==> src/rtl/imem_loader.sv <==
// ---------------------------------------------------------------------------
// imem_loader
//
// Writable instruction memory with a byte-stream boot loader. It replaces the
// fixed-contents instruction ROM. The CPU fetch side is unchanged: a
// combinational Read_Address -> instruction lookup. The write side accepts a
// framed program over a byte handshake and writes it into an internal
// 8-bit-wide RAM.
//
// Frame on the byte stream:
//   byte 0        N, the number of instruction bytes (0..255, N <= DEPTH)
//   bytes 1..N    instructions, written to addresses 0..N-1 in order
//   byte N+1      checksum = sum of the N instruction bytes mod 256
//
// Handshake: a byte moves on a rising clk edge where in_valid and in_ready
// are both 1. in_ready depends only on FSM state, never on in_valid, so the
// sender may hold or drop in_valid freely between bytes.
//
// Ports:
//   clk           single clock, rising edge
//   rst_n         asynchronous active-low reset
//   start         one-cycle pulse that begins a load (IDLE/DONE/ERR only)
//   in_valid      in_data carries a stream byte
//   in_ready      loader accepts a byte this cycle (LEN/DATA/CHECK)
//   in_data       stream byte
//   Read_Address  CPU fetch address
//   instruction   mem[Read_Address], combinational; 0 outside DEPTH
//   busy          load in progress; the top level holds the PC on it
//   done          last load finished with a good checksum (sticky)
//   error         last load failed its checksum (sticky)
//   word_count    instruction bytes written in the current or last load
// ---------------------------------------------------------------------------
module imem_loader #(
   parameter int DEPTH  = 256,
   parameter int ADDR_W = 8
) (
   input  logic              clk,
   input  logic              rst_n,
   input  logic              start,
   input  logic              in_valid,
   output logic              in_ready,
   input  logic [7:0]        in_data,
   input  logic [ADDR_W-1:0] Read_Address,
   output logic [7:0]        instruction,
   output logic              busy,
   output logic              done,
   output logic              error,
   output logic [7:0]        word_count
);

   localparam logic [2:0] S_IDLE  = 3'd0;
   localparam logic [2:0] S_LEN   = 3'd1;
   localparam logic [2:0] S_DATA  = 3'd2;
   localparam logic [2:0] S_CHECK = 3'd3;
   localparam logic [2:0] S_DONE  = 3'd4;
   localparam logic [2:0] S_ERR   = 3'd5;

   logic [2:0]        state;
   logic [7:0]        len_q;
   logic [7:0]        sum_q;
   logic              loading;
   logic              xfer;
   logic [7:0]        wc_next;
   logic [ADDR_W-1:0] wr_addr;

   // Contents are deliberately not reset: they survive a reset so a
   // half-loaded program remains visible, and RAM needs no reset network.
   logic [7:0] mem [DEPTH];

   assign loading  = (state == S_LEN) || (state == S_DATA) || (state == S_CHECK);
   assign in_ready = loading;
   assign busy     = loading;
   assign done     = (state == S_DONE);
   assign error    = (state == S_ERR);
   assign xfer     = in_valid && in_ready;
   assign wc_next  = word_count + 8'd1;
   assign wr_addr  = ADDR_W'(word_count);

   // Loader FSM
   always_ff @(posedge clk or negedge rst_n) begin
      if (!rst_n) begin
         state      <= S_IDLE;
         len_q      <= 8'd0;
         sum_q      <= 8'd0;
         word_count <= 8'd0;
      end else begin
         case (state)
            S_IDLE, S_DONE, S_ERR: begin
               if (start) begin
                  state      <= S_LEN;
                  word_count <= 8'd0;
                  sum_q      <= 8'd0;
               end
            end
            S_LEN: begin
               if (xfer) begin
                  len_q <= in_data;
                  // An empty program goes straight to its checksum byte.
                  state <= (in_data == 8'd0) ? S_CHECK : S_DATA;
               end
            end
            S_DATA: begin
               if (xfer) begin
                  sum_q      <= sum_q + in_data;
                  word_count <= wc_next;
                  if (wc_next == len_q) state <= S_CHECK;
               end
            end
            S_CHECK: begin
               if (xfer) state <= (in_data == sum_q) ? S_DONE : S_ERR;
            end
            default: state <= S_IDLE;
         endcase
      end
   end

   // Write port: one instruction byte per accepted DATA transfer, at the
   // address given by the count of bytes already written.
   always_ff @(posedge clk) begin
      if ((state == S_DATA) && xfer) mem[wr_addr] <= in_data;
   end

   // Read port: combinational, available in every state. The range check is
   // only elaborated when the address space is larger than the memory.
   generate
      if (DEPTH >= (1 << ADDR_W)) begin : g_full_range
         assign instruction = mem[Read_Address];
      end else begin : g_part_range
         assign instruction = ({1'b0, Read_Address} < (ADDR_W + 1)'(DEPTH))
                              ? mem[Read_Address] : 8'h00;
      end
   endgenerate

endmodule

==> config.mk <==
export PLATFORM = sky130hd
export DESIGN_NAME = imem_loader
export DESIGN_NICKNAME = d
export VERILOG_FILES = /design/src/rtl/imem_loader.sv
export SDC_FILE = /design/constraint.sdc
export NUM_CORES = 2
export LEC_CHECK = 0
export BUFFER_PORTS_ARGS = -buffer_cell sky130_fd_sc_hd__buf_2
export CAP_MARGIN = 20
export CELL_PAD_IN_SITES_DETAIL_PLACEMENT = 2
export CELL_PAD_IN_SITES_GLOBAL_PLACEMENT = 2
export CORE_MARGIN = 3
export CORE_UTILIZATION = 30
export DETAILED_ROUTE_END_ITERATION = 10
export PLACE_DENSITY = 0.55
export SYNTH_ARGS = -nofsm -noshare
export SYNTH_HDL_FRONTEND = slang
export SYNTH_SLANG_ARGS = --single-unit
==> constraint.sdc <==
create_clock -name clk -period 10.4 [get_ports clk]
set_input_delay 2.08 -clock clk [delete_from_list [all_inputs] [get_ports clk]]
set_output_delay 2.08 -clock clk [all_outputs]
set_load 0.01 [all_outputs]
# --- Word level (Yosys, flattened, before mapping) ---
# Memory sizes are Yosys's and may differ from the RTL's.
# Index checks and enable logic that the tools add are counted.
# W data, S select, Z words.
word_totals:
  ff_bits: 27
  mem_bits_rw: 2048
  in_bits: 20
  word_cells: 45
  n_memories: 1
op_classes:
  addsub: 2
  n_eq_ne: 12
  muxes: 15
  n_reduce_logical: 11
memory_table:
  columns: ["memory", "depth", "word_bits", "read_ports", "rd_ports_with_merged_regs", "wr", "line", "rtl"]
  rows:
  - ["mem", 256, 8, 1, 0, 1, "68", "logic [7:0] mem [DEPTH];"]
op_table:
  columns: ["operator", "count"]
  rows:
  - ["$pmux W8 S2", 2]
  - ["$mux W8", 3]
  - ["$eq A8 B8 Y1", 2]
  - ["$mux W3", 5]
  - ["$pmux W3 S4", 1]
  - ["$add A8 B1 Y8 const B", 1]
  - ["$add A8 B8 Y8", 1]
  - ["$logic_not A8 Y1", 1]
  - ["$ne A2 B2 Y1 const B", 4]
  - ["$eq A3 B2 Y1 const B", 2]
  - ["$eq A3 B3 Y1 const B", 2]
  - ["$reduce_and A5 Y1", 1]
  - ["$mux W1", 4]
  - ["$eq A3 B1 Y1 const B", 1]
  - ["$logic_not A3 Y1", 1]
  - ["$reduce_and A3 Y1", 1]
  - ["$reduce_or A3 Y1", 1]
  - ["$logic_and A1 B1 Y1", 2]
  - ["$logic_or A1 B1 Y1", 2]
  - ["$ne A2 B1 Y1 const B", 1]
  - ["$reduce_and A2 Y1", 1]
  - ["$reduce_bool A2 Y1", 1]

# --- Longest topological paths before layout ---
logic_depth:
  depth_word: 7
  mapped_depth: 12
  mapped_depth_nobuf: 8

# --- Worst setup path after synthesis ---
# OpenSTA, ideal clock, no wires.
synth_path:
  kind: "input to output"
  startpoint: "input Read_Address[0]"
  endpoint: "output instruction[5]"
  t_arrival_ns: 4.199
  required_time_ns: 8.320
  setup_slack_ns: 4.121
  cell_stages: 10
  cell_sequence: "buf_2 buf_6 buf_6 buf_2 mux4_2 mux4_2 a21oi_1 a21oi_1 nor3_1 nor3_1"
synth_between:
  elab_chain_len: 1
synth_rtl:
  columns: ["item", "line", "rtl"]
  rows:
  - ["start: declaration", "43", "input logic [ADDR_W-1:0] Read_Address,"]
  - ["$mem_v2 Z256 W8", null, null]
  - ["end: declaration", "44", "output logic [7:0] instruction,"]
# Every way passes these cells.

# --- Worst setup path in the final report ---
layout_path:
  startpoint: "input Read_Address[0]"
  endpoint: "output instruction[0]"
# Same word-level chain as after synthesis.

==> impl_metrics.toml <==
[status]
status = "complete, no violations"

[clock_network]
cts_tree = "yes"
clk_pin_slew_ns = 0.06
cts-resized-gates = 0
cts_buffers = 222
clock_path_buffers = 4
hold_buffers = 0
clk_latency_ns = 0.88
clock_sinks = 2075
root_buffer = "clkbuf_16"
ctsHtreeMaxLevel = 4
cts_setup_buffers = 0

[floorplanning]
coreArea_um2 = 266000
die_x_um = 524
rows = 189
chipHeight_um = 524
dieArea_um2 = 275000
ioPinCount = 40
start_util_pct = 30.3

[setup_path]
cp.required_ns = 8.32
critPathArrivalTime_ns = 6.43
startpoint_type = "primary input"
cp-end-kind = "primary output"
worstSetupPathType = "in -> out"
crit_fanout = 33

[pwr]
power_mw = 17.9
leakage_nw = 28.0
ir_worst_vdd_v = 0.000159
power.density_nw_per_um2 = 194

[placement]
pre_cts_slack_ns = 1.64
dpl_cell_area_um2 = 85300
dp_hpwl_mm = 143
numPortBuffers = 39
place_inst = 7142
place.gp.congestion = 0.745

[drt]
via_count = 38600
ant_nets = 0
drc = 0
routed_via_density = 5.11
drt-initial-drc-count = 3825
wl_per_cell_um = 31.5
firstDrtPassIters = 7
wl_mm = 238

[timing]
drv_slew = 0
rsz0062_at_grt = "no"
tightest_slew_ns = 1.18
whs_ns = 0.496
finClkSkew_ns = 0.0320
layout_setup_ws_ns = 1.89
fin_crit_sh_pct = 81.9
hold_violations = 0
fin_tns_setup_ns = 0
finalSetupViolations = 0
slew-limit-headroom_pct = 21.4
max_freq_mhz = 117
fin_crit_ns = 8.51

[global_routing]
grt_max_degree = 145
grt_pass1_wl_mm = 338
overflow = 0
grt_use_total_pct = 17.0
grt_antenna_before_repair = 18
grt_pass1_vias = 42100

[final_layout]
fin_nets = 3869
fin_area_um2 = 92000
synthToLayoutAreaGrowth_pct = 14.1
final_cells = 7544
utilization_pct = 34.6
drive_gt1_share_pct = 24.9

[synthesis]
syn-cell-area_um2 = 80600
async_reset_ff_share_pct = 1.30
syn_inst = 3695
synth-main-ff-cell = "edfxtp_1"
synth_enable_flop_cells = 2048
ys_seq_area_share_pct = 77.1
synth_area_per_cell_um2 = 21.8
synth_warnings = 0
synthesis.nets = 3727
yosys.cell_types.count = 49
ys_ff_latch = 2075

[job]
maxCapViolCount = 0

[worst_hold_path]
worst_hold_path_type = "reg -> reg"
## cells in the mapped netlist (3+ instances only)
cell,instances,area share [%]
nand3_1,27,0.17
o21ai_0,23,0.14
o221ai_1,18,0.20
nor3_1,14,0.087
a311oi_1,8,0.087
o21ai_1,4,0.025
buf_4,45,0.42
o21bai_1,4,0.037
a21oi_1,45,0.28
and2_1,6,0.047
nand3b_1,3,0.028
inv_1,8,0.037
a31oi_1,10,0.078
clkbuf_1,112,0.52
ha_1,11,0.17
mux4_2,540,15
edfxtp_1,2048,76
nand2b_1,9,0.070
nand4_1,17,0.13
dfrtp_1,27,0.84
nand2_1,58,0.27
a211oi_1,16,0.15
buf_6,10,0.14
mux2_2,9,0.13
xor2_1,5,0.054
and3_1,12,0.093
o211ai_1,5,0.047
xnor2_1,13,0.14
nor2b_1,13,0.10
a22oi_1,77,0.72
nor4_1,5,0.039
buf_1,14,0.065
o22ai_1,28,0.22
mux2i_1,107,1.3
buf_2,41,0.25
or3_1,5,0.039
a22o_1,5,0.054
nor2_1,278,1.3
## sequential cells by signal, indices dropped and copies added (netlist names)
register,count
mem,2048
len_q,8
sum_q,8
word_count,8
state,3
## critical path, cell delays in order
cell	delay [ns]
buf_8	0.37
buf_4	0.54
buf_4	0.69
mux4_2	0.59
mux4_2	0.47
nor2b_1	0.14
a211oi_1	0.71
a21oi_1	0.10
nor2_1	0.19
nor3_1	0.12
buf_4	0.20
buf_2	0.14
## final timing paths
path	to	from	depth (start not counted)	slack, ns
worst max register to register	mem[244][1]$_DFFE_PP_	state[2]$_DFFE_PN0P_	6	6.28
worst min register to register	sum_q[6]$_DFFE_PN0P_	sum_q[6]$_DFFE_PN0P_	2	0.50
min in group asynchronous	len_q[6]$_DFFE_PN0P_	rst_n	1	1.25
worst min-delay path	sum_q[6]$_DFFE_PN0P_	sum_q[6]$_DFFE_PN0P_	2	0.50
worst max-delay path	instruction[0]	Read_Address[0]	12	1.89
max in group asynchronous	word_count[6]$_DFFE_PN0P_	rst_n	1	8.67
## layout by cell type, fill, tap and decap left out, types with 16 or more instances in the layout
cell / instances
a211oi_1: 16
a21oi_1: 45
a22oi_1: 77
buf_2: 27
buf_4: 74
clkbuf_1: 48
clkbuf_16: 225
clkinv_1: 68
clkinv_2: 34
dfrtp_1: 27
edfxtp_1: 2048
mux2i_1: 107
mux4_2: 540
nand2_1: 42
nand2_2: 16
nand3_1: 27
nand4_1: 17
nor2_1: 277
o21ai_0: 23
o221ai_1: 18
o22ai_1: 28
## power by group
part | internal (mW) | switching [mW]
Combinational | 0.401 | 0.741
Sequential | 9.23 | 0.0401
Clock | 4.17 | 3.32
Total | 13.8 | 4.10
## layer usage
metal | global-route usage [%] | share of wire, % | up-vias
met5 | 0 | 0.0055 | -
met4 | 3.45 | 1.9 | 2
met3 | 2.37 | 4.5 | 272
met2 | 28.5 | 50 | 1001
met1 | 23.8 | 44 | 21400
li1 | - | - | 15800
## layout make-up
class / count / area, µm²
Antenna cell: 1 / 2.50
Clock buffer: 273 / 5810
Clock inverter: 124 / 850
Fill cell: 25900 / 174000
Inverter: 8 / 30.0
Multi-Input combinational cell: 1389 / 17400
Sequential cell: 2075 / 62200
Tap cell: 3533 / 4420
Timing Repair Buffer: 141 / 1340
## cell families (layout without fill, tap and decap cells)
family	Yosys count	in the layout	synth area share [%]
AOI/OAI and AO/OA	248	248	2.08
xor gates and xnor gates	18	18	0.196
adders and majority gates	12	12	0.196
buffers and inverters	231	546	1.45
DFF	2075	2075	77.1
muxes	656	656	16.5
other	0	1	0
and+or+nand+nor	455	455	2.44
Power figures use the tool's default switching activity.
